[src/rtl/pipeline_ctrl.sv]
// pipeline_ctrl: stall/flush controller for the 5-stage core.
// Generates PC / IF/ID / ID/EX control from hazard, jump, branch and external
// stall requests, tracks consecutive stall length and raises a sticky
// watchdog flag. Optional perf counters are built when PIPE_CTRL_PERF_EN
// is defined; otherwise both counter ports read as zero.
module pipeline_ctrl #(
    parameter int unsigned FLUSH_DEPTH = 1,
    parameter int unsigned STALL_LIMIT = 15,
    parameter int unsigned CNT_W       = 8
) (
    input  logic        clk_i,
    input  logic        rst_n_i,
    input  logic        hazard_i,
    input  logic        jump_i,
    input  logic        branch_taken_i,
    input  logic        ext_stall_i,
    output logic        pc_we_o,
    output logic        if_id_we_o,
    output logic        if_id_flush_o,
    output logic        id_ex_bubble_o,
    output logic        pipe_freeze_o,
    output logic        stall_timeout_o,
    output logic [31:0] stall_cycles_o,
    output logic [31:0] flush_events_o
);

    typedef enum logic [1:0] {
        RUN   = 2'd0,
        STALL = 2'd1,
        FLUSH = 2'd2
    } state_t;

    localparam logic [1:0]       DEPTH    = 2'(FLUSH_DEPTH);
    localparam logic [CNT_W-1:0] LIMIT_M1 = CNT_W'(STALL_LIMIT - 1);
    localparam state_t           REDIRECT = (FLUSH_DEPTH == 0) ? RUN : FLUSH;

    state_t           state, state_nx;
    logic [CNT_W-1:0] cnt, cnt_nx;
    logic [1:0]       flush_cnt, flush_cnt_nx;
    logic             timeout, timeout_nx;
    logic             stall_inc, flush_inc;

    // State, stall-run counter, flush countdown and watchdog flag
    always_ff @(posedge clk_i or negedge rst_n_i) begin
        if (!rst_n_i) begin
            state     <= RUN;
            cnt       <= '0;
            flush_cnt <= '0;
            timeout   <= 1'b0;
        end else begin
            state     <= state_nx;
            cnt       <= cnt_nx;
            flush_cnt <= flush_cnt_nx;
            timeout   <= timeout_nx;
        end
    end

    // Request arbitration: next state and same-cycle control outputs
    always_comb begin
        pc_we_o        = 1'b0;
        if_id_we_o     = 1'b0;
        if_id_flush_o  = 1'b0;
        id_ex_bubble_o = 1'b0;
        pipe_freeze_o  = 1'b0;
        state_nx       = state;
        cnt_nx         = cnt;
        flush_cnt_nx   = flush_cnt;
        timeout_nx     = timeout;
        stall_inc      = 1'b0;
        flush_inc      = 1'b0;

        if (!rst_n_i) begin
            if_id_flush_o  = 1'b1;
            id_ex_bubble_o = 1'b1;
        end else if (ext_stall_i) begin
            pipe_freeze_o = 1'b1;
        end else if (branch_taken_i) begin
            pc_we_o        = 1'b1;
            if_id_flush_o  = 1'b1;
            id_ex_bubble_o = 1'b1;
            flush_inc      = 1'b1;
            cnt_nx         = '0;
            flush_cnt_nx   = DEPTH;
            state_nx       = REDIRECT;
        end else if (hazard_i && state != FLUSH) begin
            // IF/ID holds a NOP while flushing, so a hazard there is spurious
            id_ex_bubble_o = 1'b1;
            stall_inc      = 1'b1;
            state_nx       = STALL;
            if (cnt != '1) begin
                cnt_nx = cnt + 1'b1;
            end
            if (cnt == LIMIT_M1) begin
                timeout_nx = 1'b1;
            end
        end else if (jump_i) begin
            pc_we_o       = 1'b1;
            if_id_flush_o = 1'b1;
            flush_inc     = 1'b1;
            cnt_nx        = '0;
            flush_cnt_nx  = DEPTH;
            state_nx      = REDIRECT;
        end else if (state == FLUSH) begin
            pc_we_o       = 1'b1;
            if_id_flush_o = 1'b1;
            cnt_nx        = '0;
            flush_cnt_nx  = flush_cnt - 1'b1;
            if (flush_cnt == 2'd1) begin
                state_nx = RUN;
            end
        end else begin
            pc_we_o    = 1'b1;
            if_id_we_o = 1'b1;
            cnt_nx     = '0;
            state_nx   = RUN;
        end
    end

    assign stall_timeout_o = timeout;

`ifdef PIPE_CTRL_PERF_EN
    logic [31:0] stall_cycles, flush_events;

    // Free-running perf counters, wrap modulo 2^32
    always_ff @(posedge clk_i or negedge rst_n_i) begin
        if (!rst_n_i) begin
            stall_cycles <= '0;
            flush_events <= '0;
        end else begin
            if (stall_inc) begin
                stall_cycles <= stall_cycles + 32'd1;
            end
            if (flush_inc) begin
                flush_events <= flush_events + 32'd1;
            end
        end
    end

    assign stall_cycles_o = stall_cycles;
    assign flush_events_o = flush_events;
`else
    logic unused_perf;
    assign unused_perf    = stall_inc ^ flush_inc;
    assign stall_cycles_o = 32'h0;
    assign flush_events_o = 32'h0;
`endif

endmodule

[config.mk]
export PLATFORM = sky130hd
export DESIGN_NAME = pipeline_ctrl
export DESIGN_NICKNAME = d
export VERILOG_FILES = /design/src/rtl/pipeline_ctrl.sv
export SDC_FILE = /design/constraint.sdc
export NUM_CORES = 1
export LEC_CHECK = 0
export CORE_ASPECT_RATIO = 1.4
export CORE_MARGIN = 1
export CORE_UTILIZATION = 38
export DETAILED_ROUTE_END_ITERATION = 6
export PLACE_DENSITY = 0.85
export SYNTH_ARGS = -nofsm -noshare
export SYNTH_HDL_FRONTEND = slang
export SYNTH_SLANG_ARGS = --single-unit
[constraint.sdc]
create_clock -name clk_i -period 1.4 [get_ports clk_i]
set_input_delay 0.14 -clock clk_i [delete_from_list [all_inputs] [get_ports clk_i]]
set_output_delay 0.14 -clock clk_i [all_outputs]
set_load 0.05 [all_outputs]
# After elaboration in Yosys (flattened, before gate mapping)
# Index checks and enable logic that the tools add are counted.
[totals]
regBits = 13
latchBits = 0
mem_bits_rw = 0
romBits = 0
input_bits = 6
out_inout_bits = 70
wordCells = 56
n_memories = 0
[op_classes]
addsub = 2
multipliers = 0
div = 0
order_cmp = 0
eq_ne = 8
n_shift = 0
muxes = 34
bitwise_logic = 2
reduce_logical = 6
[op_table]
columns = ["cell", "n"]
rows = [
  ["$mux 8", 3],
  ["$mux 1", 22],
  ["$mux 2", 9],
  ["$add 8x1->8 const B", 1],
  ["$eq 8x4->1 const B", 1],
  ["$ne 8x8->1 const B", 1],
  ["$reduce_and 3->1", 2],
  ["$ne 5x4->1 const B", 1],
  ["$reduce_and 5->1", 1],
  ["$ne 2x2->1 const B", 2],
  ["$reduce_and 4->1", 1],
  ["$ne 3x2->1 const B", 1],
  ["$reduce_bool 3->1", 1],
  ["$eq 2x1->1 const B", 1],
  ["$eq 2x2->1 const B", 1],
  ["$not 1->1", 2],
  ["$sub 2x1->2 const B", 1],
  ["$logic_and 1x1->1", 1],
]

# Logic depth before layout (Yosys ltp)
# Gate-level depths: netlist of run 1.
[depth]
depth_word = 7
ltp_mapped = 6
depth_no_buf = 5

# Worst setup path before layout of run 1
# No wires, ideal clock.
[synth_timing]
path_kind = "register to output"
start = "register state[0]"
end = "output port if_id_flush_o"
arrival_ns = 1.958
required_time_ns = 1.260
setup_slack_ns = -0.698
stages_incl_launch_ff = 5
n_path_buf = 1
cell_sequence = "dfrtp_1 > nand2b_1 > buf_2 > and2b_1 > o21ai_0"
[synth_via]
elab_chain_len = 7
word_cells_on_any_way = 9
cone_classes = "2 x eq/ne; 6 x mux; 1 x reduce/logical"
[synth_lines]
columns = ["item", "line_no", "text"]
rows = [
  ["start, declared", "37", "state_t state, state_nx;"],
  ["start signal, assigned", "51", "state <= state_nx;"],
  ["$eq 2x2->1", "103", "end else if (state == FLUSH) begin"],
  ["$mux 1", "103", ""],
  ["$mux 1", "96", "end else if (jump_i) begin"],
  ["$mux 1 *", "85", "end else if (hazard_i && state != FLUSH) begin"],
  ["$mux 1 *", "77", "end else if (branch_taken_i) begin"],
  ["$mux 1 *", "75", "end else if (ext_stall_i) begin"],
  ["$mux 1 *", "72", "if (!rst_n_i) begin"],
  ["end, declared", "19", "output logic if_id_flush_o,"],
]
# Every way passes the cells marked *; elsewhere a longest branch is shown, timed or not.

# Final worst setup path of run 1
# Ends and elaborated chain as after synthesis.

==> flow_metrics.py, run 1 <==
metrics = {
    "detailed_routing": {
        "vias": 1029,
        "dr.pass1.iters": 4,
        "drtAntennaViolNets": 0,
        "initialDrtViolationCount": 39,
        "routed_wl_mm": 2.757,
        "viasPerCell": 4.533,
        "detail_route.wl_per_cell_microns": 12.15,
        "drc": 0,
    },
    "placement": {
        "gp_congestion": 0.8257,
        "placed_area_sq_um": 1395,
        "io_buffers": 11,
        "dp_hpwl_mm": 1.969,
        "dp_slack_ps": -180.7,
    },
    "floorplan": {
        "dieArea_sq_um": 3642,
        "core-area_sq_um": 3183,
        "die_h_microns": 71.01,
        "io_pins": 76,
        "rows": 24,
        "initial_core_util": 0.4061,
        "die_w_microns": 51.29,
    },
    "pwr": {
        "max-vdd-ir-drop_mv": 0.5494,
        "power_density_nw_per_um2": 1046,
        "p_sw_mw": 0.7911,
        "p_int_mw": 0.8503,
        "switching_share": 0.4820,
        "seqPwrFrac": 0.294,
        "p_comb_frac": 0.492,
        "leakagePower_nw": 0.7933,
        "clock_power_share": 0.214,
    },
    "critical_path": {
        "critPathKind": "flip-flop to primary output",
        "startpoint_type": "flip-flop",
        "cp.required_ps": 1260,
        "crit_path_end_kind": "primary output",
        "critPathArrivalTime_ps": 1370,
        "path_max_fanout": 5,
    },
    "layout": {
        "stdcell_area_sq_um": 1569,
        "areaGrowthSynthToFinish_pct": 21.39,
        "drive_gt1_frac": 0.3032,
        "nets": 198,
        "antenna_cells": 0,
    },
    "global_routing": {
        "grt_pass1_wl_mm": 4.098,
        "track_usage": 0.1516,
        "antenna_found_initial": 0,
        "grt-ovfl-total": 0,
        "grt_max_degree": 14,
        "grt_pass1_vias": 895,
    },
    "clocking": {
        "cts_tree": "yes",
        "clock_latency_ps": 250,
        "clk_path_buf_depth": 2,
        "h-tree-depth": 1,
        "cts_buffers": 3,
        "root_buffer": "clkbuf_8",
        "clkSlewWorstSetupHoldPaths_ps": 60,
        "clkSinkCount": 13,
    },
    "timing": {
        "setup_viol": 1,
        "finalHoldViolations": 0,
        "rsz0062_at_grt": "true",
        "finalCriticalPeriod_ps": 1510,
        "drv_slew": 0,
        "finalWorstSetupSlack_ps": -109.8,
        "fin_crit_sh": 1.078,
        "skew_ps": 5.600,
        "fmax_mhz": 662.3,
    },
    "yosys": {
        "synth.distinct_cells": 36,
        "syn_area_sq_um": 1292,
        "synth-seq-cells": 13,
        "syn_inst": 154,
        "synth_seq_area_share": 0.2517,
        "synth_area_per_cell_sq_um": 8.393,
        "yosys_warnings": 0,
    },
    "hold_path": {
        "hold_path.class": "input port to asynchronous set/reset pin",
    },
    "run_status": {
        "status": "finished with violations",
        "violations": "setup timing",
    },
    "job": {
        "max-cap-violations": 0,
    },
}
cell usage in the layout, fill, tap and decap left out, drive strengths merged:
| cell | count |
|---|---|
| nand2 | 4 |
| and2 | 2 |
| o21ai | 8 |
| nor4bb | 1 |
| nor2 | 7 |
| a311oi | 1 |
| a31o | 3 |
| a21oi | 9 |
| a22oi | 1 |
| nand2b | 5 |
| nor4 | 2 |
| nor3 | 3 |
| dlygate4sd2 | 4 |
| and3 | 1 |
| nand4 | 1 |
| a41o | 1 |
| and2b | 1 |
| buf | 31 |
| clkdlybuf4s50 | 1 |
| nand3 | 4 |
| inv | 3 |
| o2111ai | 1 |
| conb | 64 |
| and4 | 2 |
| clkinvlp | 1 |
| o32ai | 1 |
| nor2b | 1 |
| o32a | 1 |
| a31oi | 3 |
| dfrtp | 13 |
| clkbuf | 4 |
| ha | 3 |
| o2bb2ai | 1 |
final timing paths:
path,start,slack (ps),cells after the start,end
min reg2reg,stall_timeout_o,530,1,stall_timeout_o
min in group clk_i,hazard_i,350,3,state[0]
max,state[0],-110,4,if_id_flush_o
min,rst_n_i,90,2,stall_timeout_o
max in group asynchronous,rst_n_i,1130,2,cnt[5]
max reg2reg,state[0],10,5,cnt[0]
cells by family (layout without fill, tap and decap cells):
| kind of cell | after synthesis | count (layout) | synth area share |
|---|---|---|---|
| buf+inv | 73 | 44 | 0.4027 |
| compound gates | 30 | 30 | 0.1520 |
| other cells | 1 | 64 | 0.002901 |
| simple gates | 34 | 34 | 0.1617 |
| fa+ha+maj | 3 | 3 | 0.02904 |
| flops | 13 | 13 | 0.2517 |
state kept, by name, indices dropped and copies added, names as in the netlist:
register,flops
flush_cnt,2
stall_timeout_o,1
state,2
cnt,8
synth_stat cells:
cell,n,area [sq um]
ha_1,3,37.54
nand2_1,4,15.01
o2bb2ai_1,1,8.760
nand3_4,1,17.52
nand4_1,1,6.260
and4_4,1,11.26
nand2b_1,4,25.02
o32ai_1,1,8.760
nor4bb_1,1,10.01
nor3_1,3,15.01
a31o_1,2,17.52
o21ai_0,7,35.03
and4_1,1,8.760
nor2b_1,1,6.260
buf_2,5,25.02
o2111ai_1,1,8.760
inv_1,4,15.01
and3_1,1,6.260
and2_1,2,12.51
a21oi_2,1,8.760
a41o_1,1,10.01
a31oi_1,3,18.77
a22oi_1,1,7.510
a21oi_1,8,40.04
conb_1,1,3.750
nand2b_4,1,13.76
nor2_1,7,26.28
a31o_2,1,8.760
a311oi_1,1,8.760
dfrtp_1,13,325.3
and2b_1,1,7.510
nand3_1,3,15.01
o32a_1,1,10.01
nor4_1,2,12.51
o21ai_1,1,5.000
buf_4,64,480.5
routing by layer:
layer | global-route usage | wire length (microns) | vias to the layer above
met3 | 0.01290 | 193 | 6
met4 | 0.08108 | 78 | 0
li1 | - | - | 465
met2 | 0.3026 | 1569 | 73
met1 | 0.1446 | 916 | 485
met5 | 0 | 0 | -
worst max-delay path: stages (launching register included):
cell,delay (ps)
dfrtp_1,390
nand2b_4,180
and2b_2,230
o21ai_4,170
buf_12,150
stage by stage:
stage	std cells	setup TNS, ps	util	hold slack (ps)	power, mW
finish	227	-109.8	0.4929	90.48	1.641
global route	227	-254.2	0.4929	137.6	1.699
CTS	222	-79.86	0.4689	93.15	1.600
detailed placement	215	-1409	0.4383	529.5	1.226
global placement	215	-1181	0.4383	517.7	1.202
floorplan	217	-69.93	-	-155.6	1.194
layout make-up:
| type | count | area (sq um) |
|---|---|---|
| sequential | 13 | 325.3 |
| fill | 293 | 1614 |
| timing repair buffer | 36 | 356.6 |
| inverter | 4 | 18.77 |
| multi-input combinational | 131 | 774.5 |
| clock buffer | 4 | 45.04 |
| tap | 39 | 48.80 |
power by group through the flow:
| stage | registers (mW) | logic (mW) | clock network (mW) |
|---|---|---|---|
| floorplan | 0.471 | 0.723 | 0 |
| global placement | 0.475 | 0.726 | 0 |
| detailed placement | 0.481 | 0.745 | 0 |
| CTS | 0.478 | 0.774 | 0.348 |
| global route | 0.488 | 0.855 | 0.357 |
| finish | 0.482 | 0.808 | 0.351 |
timing repair:
item | CTS | global route
endpoints found under the setup margin | 7 | 7
resized for setup | 14 | 10
endpoints found under the hold margin | 0 | 0
gates cloned | 0 | 0
hold buffers | 0 | 0
setup buffers | 3 | 5
pin swaps | 1 | 4
Power figures use the tool's default switching activity.
==> run 2, diff against run 1 <==
SKIP_CTS_REPAIR_TIMING = 1   (was not set)
==> flow_metrics.py, run 2 (synthesized netlist as in run 1, its figures left out) <==
metrics = {
    "global_routing": {
        "grt_max_degree": 14,
        "busiest_layer": "met2",
        "grt_use_met3": 0.01290,
        "track_usage": 0.1451,
        "grt-ovfl-total": 0,
        "grt_pass1_vias": 865,
        "met2_usage": 0.2851,
        "antenna_found_initial": 0,
        "grt_pass1_wl_mm": 3.926,
        "met1_usage": 0.1432,
    },
    "timing": {
        "fin_crit_sh": 1.063,
        "finalHoldViolations": 13,
        "fmax_mhz": 671.9,
        "rsz0062_at_grt": "true",
        "skew_ps": 5.410,
        "finalCriticalPeriod_ps": 1488,
        "drv_slew": 0,
        "setup_viol": 1,
        "finalWorstSetupSlack_ps": -88.28,
        "holdWs_ps": -13.53,
    },
    "layout": {
        "seqCellArea_sq_um": 325.3,
        "nets": 196,
        "nFillCells": 289,
        "top_regs": "cnt (8), flush_cnt (2), state (2)",
        "stdcell_area_sq_um": 1577,
        "multi_input_area_sq_um": 782.0,
        "layout_common_cells": "conb_1, buf_4, dfrtp_1",
        "areaGrowthSynthToFinish_pct": 21.97,
        "drive_gt1_frac": 0.3011,
        "stdcell_count": 225,
        "final_common_cell": "conb_1",
        "antenna_cells": 0,
        "regMostFlops": "cnt",
        "largest_reg_flops": 8,
    },
    "pwr": {
        "power_density_nw_per_um2": 1041,
        "leakagePower_nw": 0.8226,
        "max-vdd-ir-drop_mv": 0.5523,
    },
    "floorplan": {
        "rows": 24,
        "die_h_microns": 71.01,
        "die_w_microns": 51.29,
        "core-area_sq_um": 3183,
        "dieArea_sq_um": 3642,
        "initial_core_util": 0.4061,
        "io_pins": 76,
    },
    "detailed_routing": {
        "viasPerCell": 4.542,
        "detail_route.wl_per_cell_microns": 12.24,
        "initialDrtViolationCount": 39,
        "drc": 0,
        "drtAntennaViolNets": 0,
        "dr.pass1.iters": 4,
        "routed_wl_mm": 2.754,
        "vias": 1022,
    },
    "critical_path": {
        "startpoint_type": "flip-flop",
        "critPathArrivalTime_ps": 1350,
        "r2r_slack_ps": 10,
        "critPathKind": "flip-flop to primary output",
        "cp.required_ps": 1260,
        "r2r_start": "state[0]",
        "rr_endpoint": "cnt[0]",
        "crit_path_end_kind": "primary output",
        "path_max_fanout": 5,
        "r2r_cells": 5,
    },
    "clocking": {
        "root_buffer": "clkbuf_8",
        "cts_buffers": 3,
        "clkSinkCount": 13,
        "clock_latency_ps": 250,
        "cts_tree": "yes",
        "clkSlewWorstSetupHoldPaths_ps": 60,
        "h-tree-depth": 1,
        "clk_path_buf_depth": 2,
    },
    "placement": {
        "io_buffers": 11,
        "dp_hpwl_mm": 1.969,
        "dp.cells": 215,
        "placed_area_sq_um": 1395,
        "gp_congestion": 0.8257,
    },
    "job": {
        "max-cap-violations": 0,
    },
    "run_status": {
        "status": "finished with violations",
        "violations": "hold timing, setup timing",
    },
    "hold_path": {
        "hold_path.class": "input port to asynchronous set/reset pin",
    },
}
## run 2: cell count changes in the layout (fill, tap and decap cells not counted), sizes merged
cell | previous run | this run
buf | 31 | 29
dlymetal6s2s | 0 | 4
dlygate4sd2 | 4 | 0
## run 2: routing by layer
layer  wire, microns  vias to the layer above
met5               0                        -
met4             107                        0
met3             154                       10
met2            1549                       65
met1             943                      487
li1                -                      460
## run 2: final cells by class
| type | count | share of cell area |
|---|---|---|
| inverters | 4 | 0.01190 |
| clock buffers | 4 | 0.02857 |
| well taps | 39 | 0.03095 |
| multi-input cells | 131 | 0.4960 |
| flip-flops and latches | 13 | 0.2063 |
| repair buffers | 34 | 0.2262 |
## run 2: how the worst max path moves through the flow
stage	from	cells after the start	to
floorplan	state[0]	4	if_id_flush_o
global placement	ext_stall_i	6	flush_cnt[1]
global route	state[0]	4	if_id_flush_o
CTS	state[0]	4	if_id_flush_o
finish	state[0]	4	if_id_flush_o
detailed placement	branch_taken_i	5	if_id_flush_o
## run 2: critical path, stage by stage, from the launching register on
cell	delay [ps]
dfrtp_1	380
nand2b_4	180
and2b_2	240
o21ai_4	150
buf_12	150
## run 2: through the flow
stage / setup slack (ps) / TNS [ps] / utilization / total power, mW
finish: -88.28 / -88.28 / 0.4953 / 1.641
global route: -126.6 / -233.2 / 0.4953 / 1.699
global placement: -160.0 / -1181 / 0.4383 / 1.202
CTS: -239.2 / -615.5 / 0.4524 / 1.570
floorplan: -69.93 / -69.93 / - / 1.194
detailed placement: -180.7 / -1409 / 0.4383 / 1.226
## run 2: power by group
part | leakage [nW] | switching [mW] | internal [mW] | total [mW]
Sequential | 0.172 | 0.0499 | 0.432 | 0.482
Clock | 0.0228 | 0.148 | 0.202 | 0.350
Combinational | 0.628 | 0.594 | 0.215 | 0.809
==> run 3, diff against run 2 <==
==> constraint.sdc (replaced) <==
create_clock -name clk_i -period 1.4 [get_ports clk_i]
set_input_delay 0.21 -clock clk_i [delete_from_list [all_inputs] [get_ports clk_i]]
set_output_delay 0.21 -clock clk_i [all_outputs]
set_load 0.05 [all_outputs]
==> flow_metrics.py, run 3 (synthesized netlist as in run 1, its figures left out) <==
metrics = {
    "layout": {
        "stdcell_area_sq_um": 1587,
        "layout_common_cells": "conb_1, buf_4, dfrtp_1",
        "top_regs": "cnt (8), flush_cnt (2), state (2)",
        "final_util": 0.4984,
        "largest_reg_flops": 8,
        "areaGrowthSynthToFinish_pct": 22.75,
        "regMostFlops": "cnt",
        "nFillCells": 287,
        "drive_gt1_frac": 0.2834,
        "nets": 197,
        "final_common_cell": "conb_1",
        "antenna_cells": 0,
    },
    "placement": {
        "placed_area_sq_um": 1423,
        "dp_hpwl_mm": 1.755,
        "gp_congestion": 0.8276,
        "io_buffers": 11,
    },
    "timing": {
        "setup_viol": 4,
        "finalWorstSetupSlack_ps": -169.1,
        "finalCriticalPeriod_ps": 1569,
        "fin_crit_sh": 1.121,
        "skew_ps": 0.9243,
        "fmax_mhz": 637.3,
        "rsz0062_at_grt": "true",
        "finalHoldViolations": 0,
        "drv_slew": 0,
        "holdWs_ps": 78.83,
    },
    "floorplan": {
        "die_w_microns": 51.29,
        "die_h_microns": 71.01,
        "initial_core_util": 0.4061,
        "core-area_sq_um": 3183,
        "rows": 24,
        "io_pins": 76,
        "dieArea_sq_um": 3642,
    },
    "critical_path": {
        "critPathArrivalTime_ps": 1360,
        "path_depth": 4,
        "critPathBufInv": 1,
        "rr_endpoint": "cnt[5]",
        "cp_cell_sequence": "nand2b_4 -> and2b_1 -> o21ai_2 -> buf_12",
        "startpoint_type": "flip-flop",
        "crit_start": "state[0]",
        "cp.required_ps": 1190,
        "crit_path_end_kind": "primary output",
        "max_stage_delay_ps": 390,
        "critPathTopFamily": "flip-flops",
        "path_max_fanout": 5,
        "r2r_slack_ps": 40,
        "r2r_cells": 5,
        "r2r_start": "cnt[0]",
        "critPathKind": "flip-flop to primary output",
        "worstSetupEndpoint": "if_id_flush_o",
        "critPathSlowestCell": "dfrtp_1",
    },
    "clocking": {
        "clock_latency_ps": 250,
        "h-tree-depth": 1,
        "clkSinkCount": 13,
        "cts_tree": "yes",
        "cts_buffers": 3,
        "clkSlewWorstSetupHoldPaths_ps": 60,
        "clk_path_buf_depth": 2,
        "root_buffer": "clkbuf_8",
    },
    "job": {
        "max-cap-violations": 0,
    },
    "detailed_routing": {
        "vias": 1000,
        "drc": 0,
        "viasPerCell": 4.425,
        "detail_route.wl_per_cell_microns": 11.11,
        "initialDrtViolationCount": 35,
        "routed_wl_mm": 2.511,
        "dr.pass1.iters": 4,
        "drtAntennaViolNets": 0,
    },
    "run_status": {
        "violations": "setup timing",
        "status": "finished with violations",
    },
    "global_routing": {
        "track_usage": 0.1312,
        "grt_pass1_vias": 856,
        "grt-ovfl-total": 0,
        "antenna_found_initial": 0,
        "grt_max_degree": 12,
        "grt_pass1_wl_mm": 3.581,
    },
    "pwr": {
        "power_density_nw_per_um2": 1026,
        "leakagePower_nw": 0.8391,
        "max-vdd-ir-drop_mv": 0.6808,
    },
    "hold_path": {
        "hold_path.class": "input port to asynchronous set/reset pin",
    },
}
## run 3: layout make-up
| cell class | count | area, sq um | share of cell area |
|---|---|---|---|
| Clock buffer | 3 | 41.29 | 0.02603 |
| Clock inverter | 1 | 5.005 | 0.003155 |
| Inverter | 4 | 18.77 | 0.01183 |
| Multi-Input combinational cell | 131 | 768.2 | 0.4842 |
| Sequential cell | 13 | 325.3 | 0.2050 |
| Tap cell | 39 | 48.80 | 0.03076 |
| Timing Repair Buffer | 35 | 379.1 | 0.2390 |
## run 3: routing by layer
metal | global-route usage | part of all wire
met1 | 0.1327 | 0.34
met4 | 0.08408 | 0.032
met3 | 0.01935 | 0.064
met5 | 0 | 0
met2 | 0.2412 | 0.57
## run 3: worst min path at each step
stage / endpoint / from / depth (start not counted) / slack (ps)
finish: state[1] / rst_n_i / 2 / 80
global route: state[1] / rst_n_i / 2 / 90
CTS: state[1] / rst_n_i / 2 / 370
detailed placement: stall_timeout_o / stall_timeout_o / 1 / 530
global placement: stall_timeout_o / stall_timeout_o / 1 / 520
floorplan: cnt[0] / rst_n_i / 0 / -90
## run 3: per-stage QoR
| step | setup slack (ps) | TNS, ps | std cells | total power [mW] |
|---|---|---|---|---|
| 5_1_grt | -206.5 | -678.8 | 226 | 1.727 |
| 3_3_place_gp | -261.4 | -2978 | 217 | 1.215 |
| 6_report | -169.1 | -468.0 | 226 | 1.628 |
| 3_5_place_dp | -260.8 | -3037 | 217 | 1.225 |
| 2_1_floorplan | -139.9 | -139.9 | 217 | 1.194 |
| 4_1_cts | -274.0 | -1032 | 221 | 1.572 |
## run 3: power by group
part	internal, mW	switching (mW)	leakage (nW)
Combinational	0.220	0.582	0.642
Clock	0.197	0.149	0.0255
Sequential	0.433	0.0475	0.172
Total	0.850	0.778	0.839
